===== src/rtl/edge_event_pkg.sv =====
// Shared types and defaults for the edge event scheduler.
// Build option: EDGE_EVENT_SCHEDULER_TIMESTAMP_EN enables edge timestamping.
package edge_event_pkg;

   localparam int N_CH_DEF = 4;
   localparam int TS_W_DEF = 16;
   localparam int CH_W_DEF = $clog2(N_CH_DEF);

   typedef enum logic [0:0] {
      IDLE    = 1'b0,
      PRESENT = 1'b1
   } evt_state_t;

   // Event record at the default configuration
   typedef struct packed {
      logic [CH_W_DEF-1:0] ch;
      logic                etype;
      logic [TS_W_DEF-1:0] ts;
   } edge_evt_t;

endpackage


===== src/rtl/edge_detector.sv =====
// Two-flop synchroniser followed by a registered edge detector.
// A change on din before posedge k gives edge_detected high from k+2 to k+3.
module edge_detector (
   input  logic clk,
   input  logic rst_n,
   input  logic din,
   output logic edge_detected,
   output logic edge_rise
);

   logic [2:0] sync_r;

   // Synchronise the line and flag any change of the synchronised level
   always_ff @(posedge clk or negedge rst_n) begin
      if (!rst_n) begin
         sync_r        <= 3'b000;
         edge_detected <= 1'b0;
         edge_rise     <= 1'b0;
      end else begin
         sync_r        <= {sync_r[1:0], din};
         edge_detected <= sync_r[1] ^ sync_r[2];
         edge_rise     <= sync_r[1];
      end
   end

endmodule


===== src/rtl/rr_arbiter.sv =====
// Combinational round-robin arbiter: searches upward from ptr+1 (mod N)
// and returns the first requesting line as one-hot grant and index.
module rr_arbiter #(
   parameter  int N = 4,
   localparam int W = $clog2(N)
) (
   input  logic [N-1:0] req,
   input  logic [W-1:0] ptr,
   output logic [N-1:0] gnt,
   output logic [W-1:0] gnt_idx,
   output logic         gnt_valid
);

   logic [W-1:0] cand_s;

   // Scan candidates in rotating priority order, first hit wins
   always_comb begin
      gnt       = {N{1'b0}};
      gnt_idx   = {W{1'b0}};
      gnt_valid = 1'b0;
      cand_s    = {W{1'b0}};
      for (int k = 1; k <= N; k++) begin
         cand_s = W'((int'(ptr) + k) % N);
         if (!gnt_valid && req[cand_s]) begin
            gnt[cand_s] = 1'b1;
            gnt_idx     = cand_s;
            gnt_valid   = 1'b1;
         end else begin
            gnt_valid = gnt_valid;
         end
      end
   end

endmodule


===== src/rtl/edge_event_scheduler.sv =====
// Multichannel edge-event collector: qualified edges are latched as pending
// events and handed out round-robin on a valid/ready port.
// Build option: EDGE_EVENT_SCHEDULER_TIMESTAMP_EN adds the capture timestamp;
// without it evt_ts is tied to zero.
module edge_event_scheduler
   import edge_event_pkg::*;
#(
   parameter  int N_CH = N_CH_DEF,
   parameter  int TS_W = TS_W_DEF,
   localparam int CH_W = $clog2(N_CH)
) (
   input  logic            clk,
   input  logic            rst_n,
   input  logic [N_CH-1:0] data_in,
   input  logic [N_CH-1:0] ch_enable,
   input  logic [N_CH-1:0] rise_en,
   input  logic [N_CH-1:0] fall_en,
   output logic            evt_valid,
   input  logic            evt_ready,
   output logic [CH_W-1:0] evt_ch,
   output logic            evt_type,
   output logic [TS_W-1:0] evt_ts,
   output logic [N_CH-1:0] overflow,
   input  logic            ovf_clr
);

   logic [N_CH-1:0] edge_det_s;
   logic [N_CH-1:0] edge_rise_s;
   logic [N_CH-1:0] qual_s;
   logic [N_CH-1:0] req_s;
   logic [N_CH-1:0] gnt_s;
   logic [N_CH-1:0] load_vec_s;
   logic [N_CH-1:0] ovf_set_s;
   logic [N_CH-1:0] accept_s;
   logic [CH_W-1:0] gnt_idx_s;
   logic            gnt_valid_s;
   logic            load_s;
   evt_state_t      state_r;
   evt_state_t      state_s;

   logic [N_CH-1:0] pend_r;
   logic [N_CH-1:0] pend_type_r;
   logic [CH_W-1:0] rr_ptr_r;

   for (genvar i = 0; i < N_CH; i++) begin : g_det
      edge_detector u_det (
         .clk           (clk),
         .rst_n         (rst_n),
         .din           (data_in[i]),
         .edge_detected (edge_det_s[i]),
         .edge_rise     (edge_rise_s[i])
      );
   end

   // A disabled channel neither captures nor competes for the grant
   assign qual_s     = edge_det_s & ch_enable & ((edge_rise_s & rise_en) | (~edge_rise_s & fall_en));
   assign req_s      = pend_r & ch_enable;
   assign load_vec_s = load_s ? gnt_s : {N_CH{1'b0}};
   // Oldest event is kept unless its slot is vacated in this very cycle
   assign ovf_set_s  = qual_s & pend_r & ~load_vec_s;
   assign accept_s   = qual_s & ~ovf_set_s;

   rr_arbiter #(.N(N_CH)) u_arb (
      .req       (req_s),
      .ptr       (rr_ptr_r),
      .gnt       (gnt_s),
      .gnt_idx   (gnt_idx_s),
      .gnt_valid (gnt_valid_s)
   );

   // Next-state and load decision for the presentation FSM
   always_comb begin
      state_s = state_r;
      load_s  = 1'b0;
      case (state_r)
         IDLE: begin
            if (gnt_valid_s) begin
               state_s = PRESENT;
               load_s  = 1'b1;
            end else begin
               state_s = IDLE;
            end
         end
         PRESENT: begin
            if (evt_ready) begin
               load_s = gnt_valid_s;
               if (gnt_valid_s) begin
                  state_s = PRESENT;
               end else begin
                  state_s = IDLE;
               end
            end else begin
               state_s = PRESENT;
            end
         end
         default: begin
            state_s = IDLE;
            load_s  = 1'b0;
         end
      endcase
   end

   // FSM state register
   always_ff @(posedge clk or negedge rst_n) begin
      if (!rst_n) begin
         state_r <= IDLE;
      end else begin
         state_r <= state_s;
      end
   end

   // Pending flags, captured edge polarity and round-robin pointer
   always_ff @(posedge clk or negedge rst_n) begin
      if (!rst_n) begin
         pend_r      <= {N_CH{1'b0}};
         pend_type_r <= {N_CH{1'b0}};
         rr_ptr_r    <= CH_W'(N_CH - 1);
      end else begin
         pend_r      <= ((pend_r & ~load_vec_s) | accept_s) & ch_enable;
         pend_type_r <= (pend_type_r & ~accept_s) | (edge_rise_s & accept_s);
         if (load_s) begin
            rr_ptr_r <= gnt_idx_s;
         end
      end
   end

   // Registered event port; fields stay put until the next grant
   always_ff @(posedge clk or negedge rst_n) begin
      if (!rst_n) begin
         evt_valid <= 1'b0;
         evt_ch    <= {CH_W{1'b0}};
         evt_type  <= 1'b0;
      end else begin
         evt_valid <= (state_s == PRESENT);
         if (load_s) begin
            evt_ch   <= gnt_idx_s;
            evt_type <= pend_type_r[gnt_idx_s];
         end
      end
   end

   // Sticky loss flags; a new loss beats a simultaneous clear
   always_ff @(posedge clk or negedge rst_n) begin
      if (!rst_n) begin
         overflow <= {N_CH{1'b0}};
      end else begin
         overflow <= (overflow & ~{N_CH{ovf_clr}}) | ovf_set_s;
      end
   end

`ifdef EDGE_EVENT_SCHEDULER_TIMESTAMP_EN
   logic [TS_W-1:0] ts_cnt_r;
   logic [TS_W-1:0] pend_ts_r [N_CH];

   // Free-running timestamp, wraps silently
   always_ff @(posedge clk or negedge rst_n) begin
      if (!rst_n) begin
         ts_cnt_r <= {TS_W{1'b0}};
      end else begin
         ts_cnt_r <= ts_cnt_r + TS_W'(1);
      end
   end

   // Capture the counter for each accepted edge
   always_ff @(posedge clk or negedge rst_n) begin
      if (!rst_n) begin
         for (int i = 0; i < N_CH; i++) begin
            pend_ts_r[i] <= {TS_W{1'b0}};
         end
      end else begin
         for (int i = 0; i < N_CH; i++) begin
            if (accept_s[i]) begin
               pend_ts_r[i] <= ts_cnt_r;
            end
         end
      end
   end

   // Timestamp of the presented event, loaded with the grant
   always_ff @(posedge clk or negedge rst_n) begin
      if (!rst_n) begin
         evt_ts <= {TS_W{1'b0}};
      end else begin
         if (load_s) begin
            evt_ts <= pend_ts_r[gnt_idx_s];
         end
      end
   end
`else
   assign evt_ts = {TS_W{1'b0}};
`endif

endmodule


===== config.mk =====
export PLATFORM = sky130hd
export DESIGN_NAME = edge_event_scheduler
export DESIGN_NICKNAME = d
export VERILOG_FILES = /design/src/rtl/edge_event_pkg.sv /design/src/rtl/edge_detector.sv /design/src/rtl/rr_arbiter.sv /design/src/rtl/edge_event_scheduler.sv
export SDC_FILE = /design/constraint.sdc
export NUM_CORES = 1
export LEC_CHECK = 0
export ABC_CLOCK_PERIOD_IN_PS = 6400
export CELL_PAD_IN_SITES_DETAIL_PLACEMENT = 1
export CELL_PAD_IN_SITES_GLOBAL_PLACEMENT = 2
export CORE_MARGIN = 3
export CORE_UTILIZATION = 35
export DETAILED_ROUTE_END_ITERATION = 10
export PLACE_DENSITY = 0.9
export RECOVER_POWER = 50
export SYNTH_ARGS = -nofsm -noshare
export SYNTH_HDL_FRONTEND = slang
export SYNTH_SLANG_ARGS = --single-unit
export TNS_END_PERCENT = 50

===== constraint.sdc =====
create_clock -name clk -period 6.4 [get_ports clk]
set_input_delay 1.6 -clock clk [delete_from_list [all_inputs] [get_ports clk]]
set_output_delay 1.6 -clock clk [all_outputs]
set_load 0.05 [all_outputs]

==> run metrics <==
Final HPWL DP between 3000 and 4000 µm; Worst VDD drop approximately 0.19 mV; share of cells above drive strength 1 about an eighth; port buffer count 27; CP max FO 21; async set-reset flop share out of synthesis 100%; Hold Buf Count CTS 0; highest metal used met4; CTS resizes 0; growth of design area from synthesis to finish 15.7%; # IOs 44; drt first pass iters 4; vias after detailed routing about 1600; crit path launch type register; met2 routed WL about 2200 µm; Worst EP required ~6600 ps; Tcrit/Tclk final roughly three fifths; Synth warnings 0; Final min period ~4000 ps; Rows 27; TritonCTS clock tree built; Slew @ Worst Pin 1830 ps; max-slew violation count 35; failing checks max-capacitance violations, max-slew violations; final hold violation count 0; crit end category register; Met3 Wirelength 292 µm; placeable core region between 5000 and 6000 µm²; DIE HEIGHT between 80 and 90 µm; clk_skew 10.8 ps; ANT nets after route 0; Mapped Area between 2000 and 2500 µm²; filler instances 666; number of global-route vias before repair about 1700; first-pass GRT wire length between 8000 and 9000 µm; Rel. slew slack -21.7%; DRC violations left 0; ys flop type dfrtp_1; Root Driver clkbuf_8; max-cap violation count 1; worst hold path type reg -> reg; post-synthesis sequential area ratio a little over 40%; most common cell after layout, fill and taps aside dfrtp_1; GRT Resource Usage Total 15.1%; routed len/inst ~17 µm; Crit Path Class reg -> reg; gp weighted congestion 0.864; grt ovf 0; final setup vio count 0; number of CTS-inserted buffers 5; largest net degree at the start of global routing 35; power density over cell area between 400 and 500 nW/µm²; WL final 4900 µm; Starting Density a little under two fifths; CTS max path bufs 2; cell count after synthesis ~190; status finished, violations left; RSZ-0062 raised after global routing no; Die ar. 6860 µm²; Clock Sinks 34; highest clock rate 254 MHz; Metal-1 WL 2310 µm; TNS Setup 0 ps; mean cell area of the mapped netlist 10.6 µm²; Multi-input gate area approximately 1100 µm²; Leakage approximately 0.98 nW; EDFF count, synth 0; initial antenna violation count 0; Critical Path AT approximately 4100 ps; CTS clock-pin slew for the worst setup and hold paths roughly 80 ps; ant diodes 0; Setup Fix Bufs, Post-CTS 0; most frequent cells in the layout 32 x dfrtp_1, 22 x clkdlybuf4s50_1, 17 x a21oi_1; final core occ around 43%; H-Tree Level Count 2; 1st-iter DRT viols between 70 and 80; Seq cells post-synth 34; number of vias per cell between 5 and 6; nets 249; Synth cell types 49; Worst-Skew Late Latency roughly 290 ps; Seq. cell area approximately 850 µm²; DIE WIDTH around 83 µm
cells in the mapped netlist (7+ instances only):
| cell type | number | share of area, % |
|---|---|---|
| a21oi_1 | 17 | 4.1 |
| buf_4 | 17 | 6.2 |
| dfrtp_1 | 32 | 39 |
| ha_1 | 8 | 4.8 |
| inv_1 | 8 | 1.5 |
| nand2_1 | 9 | 1.6 |
| nand3_1 | 11 | 2.7 |
| nor2_1 | 7 | 1.3 |
| o21ai_0 | 8 | 1.9 |
area by class of cell:
cell class | instances | area share, %
clock buffer | 5 | 2.88
clock inverter | 2 | 0.419
inverter | 11 | 1.73
multi-input combinational | 141 | 44.0
sequential | 34 | 35.7
tap | 72 | 3.77
timing repair buffer | 28 | 11.5
final timing paths:
path | from | endpoint | slack, ps | cells after the start
worst max register to register | rr_ptr_r[0]$_DFFE_PN1P_ | register | 2460 | 8
worst max-delay path | rr_ptr_r[0]$_DFFE_PN1P_ | register | 2460 | 8
worst min register to register | g_det[1].u_det.sync_r[0]$_DFF_PN0_ | g_det[1].u_det.sync_r[1]$_DFF_PN0_ | 350 | 0
max in group asynchronous | rst_n | pend_r[1]$_DFF_PN0_ | 3000 | 2
worst min-delay path | g_det[1].u_det.sync_r[0]$_DFF_PN0_ | g_det[1].u_det.sync_r[1]$_DFF_PN0_ | 350 | 0
min in group asynchronous | rst_n | pend_r[3]$_DFF_PN0_ | 2330 | 2
where the power goes:
group / switching (mW) / internal, mW / leakage [nW]
clock network: 0.0840 / 0.0731 / 0.0438
registers: 0.0614 / 0.266 / 0.410
logic: 0.316 / 0.196 / 0.521
kinds of logic after synthesis:
kind of cell,share of synthesized area (%)
AOI/OAI and AO/OA,17.9
and+or+nand+nor,11.8
DFF,41.3
buffers and inverters,10.5
muxes,11.3
adders and majority gates,4.85
xor gates and xnor gates,2.12
other,0.182
routing by layer:
| layer | global-route usage, % | vias up |
|---|---|---|
| met1 | 21.1 | 793 |
| met2 | 22.0 | 52 |
| met5 | 0 | - |
| met4 | 5.05 | 0 |
| li1 | - | 740 |
| met3 | 4.76 | 10 |
per-stage QoR:
step / setup WS [ps] / hold slack, ps / cells / power [mW] / instance area (µm²)
final: 2460 / 350 / 293 / 0.996 / 2390
after floorplan: 2980 / 331 / 209 / 0.720 / 2120
after CTS: 2490 / 354 / 293 / 1.00 / 2390
after global placement: 2230 / 333 / 286 / 0.840 / 2310
after global routing: 2280 / 367 / 293 / 1.07 / 2390
after detailed placement: 2190 / 337 / 286 / 0.841 / 2310
critical path, cell delays in order (launching register included):
cell,delay (ps)
dfstp_2,780
clkinv_1,440
ha_1,610
nand4bb_1,230
nand4_1,390
nor2_1,370
a21o_1,440
a221o_1,250
mux2_4,300
Note: power is estimated with default switching activity, not from simulation.
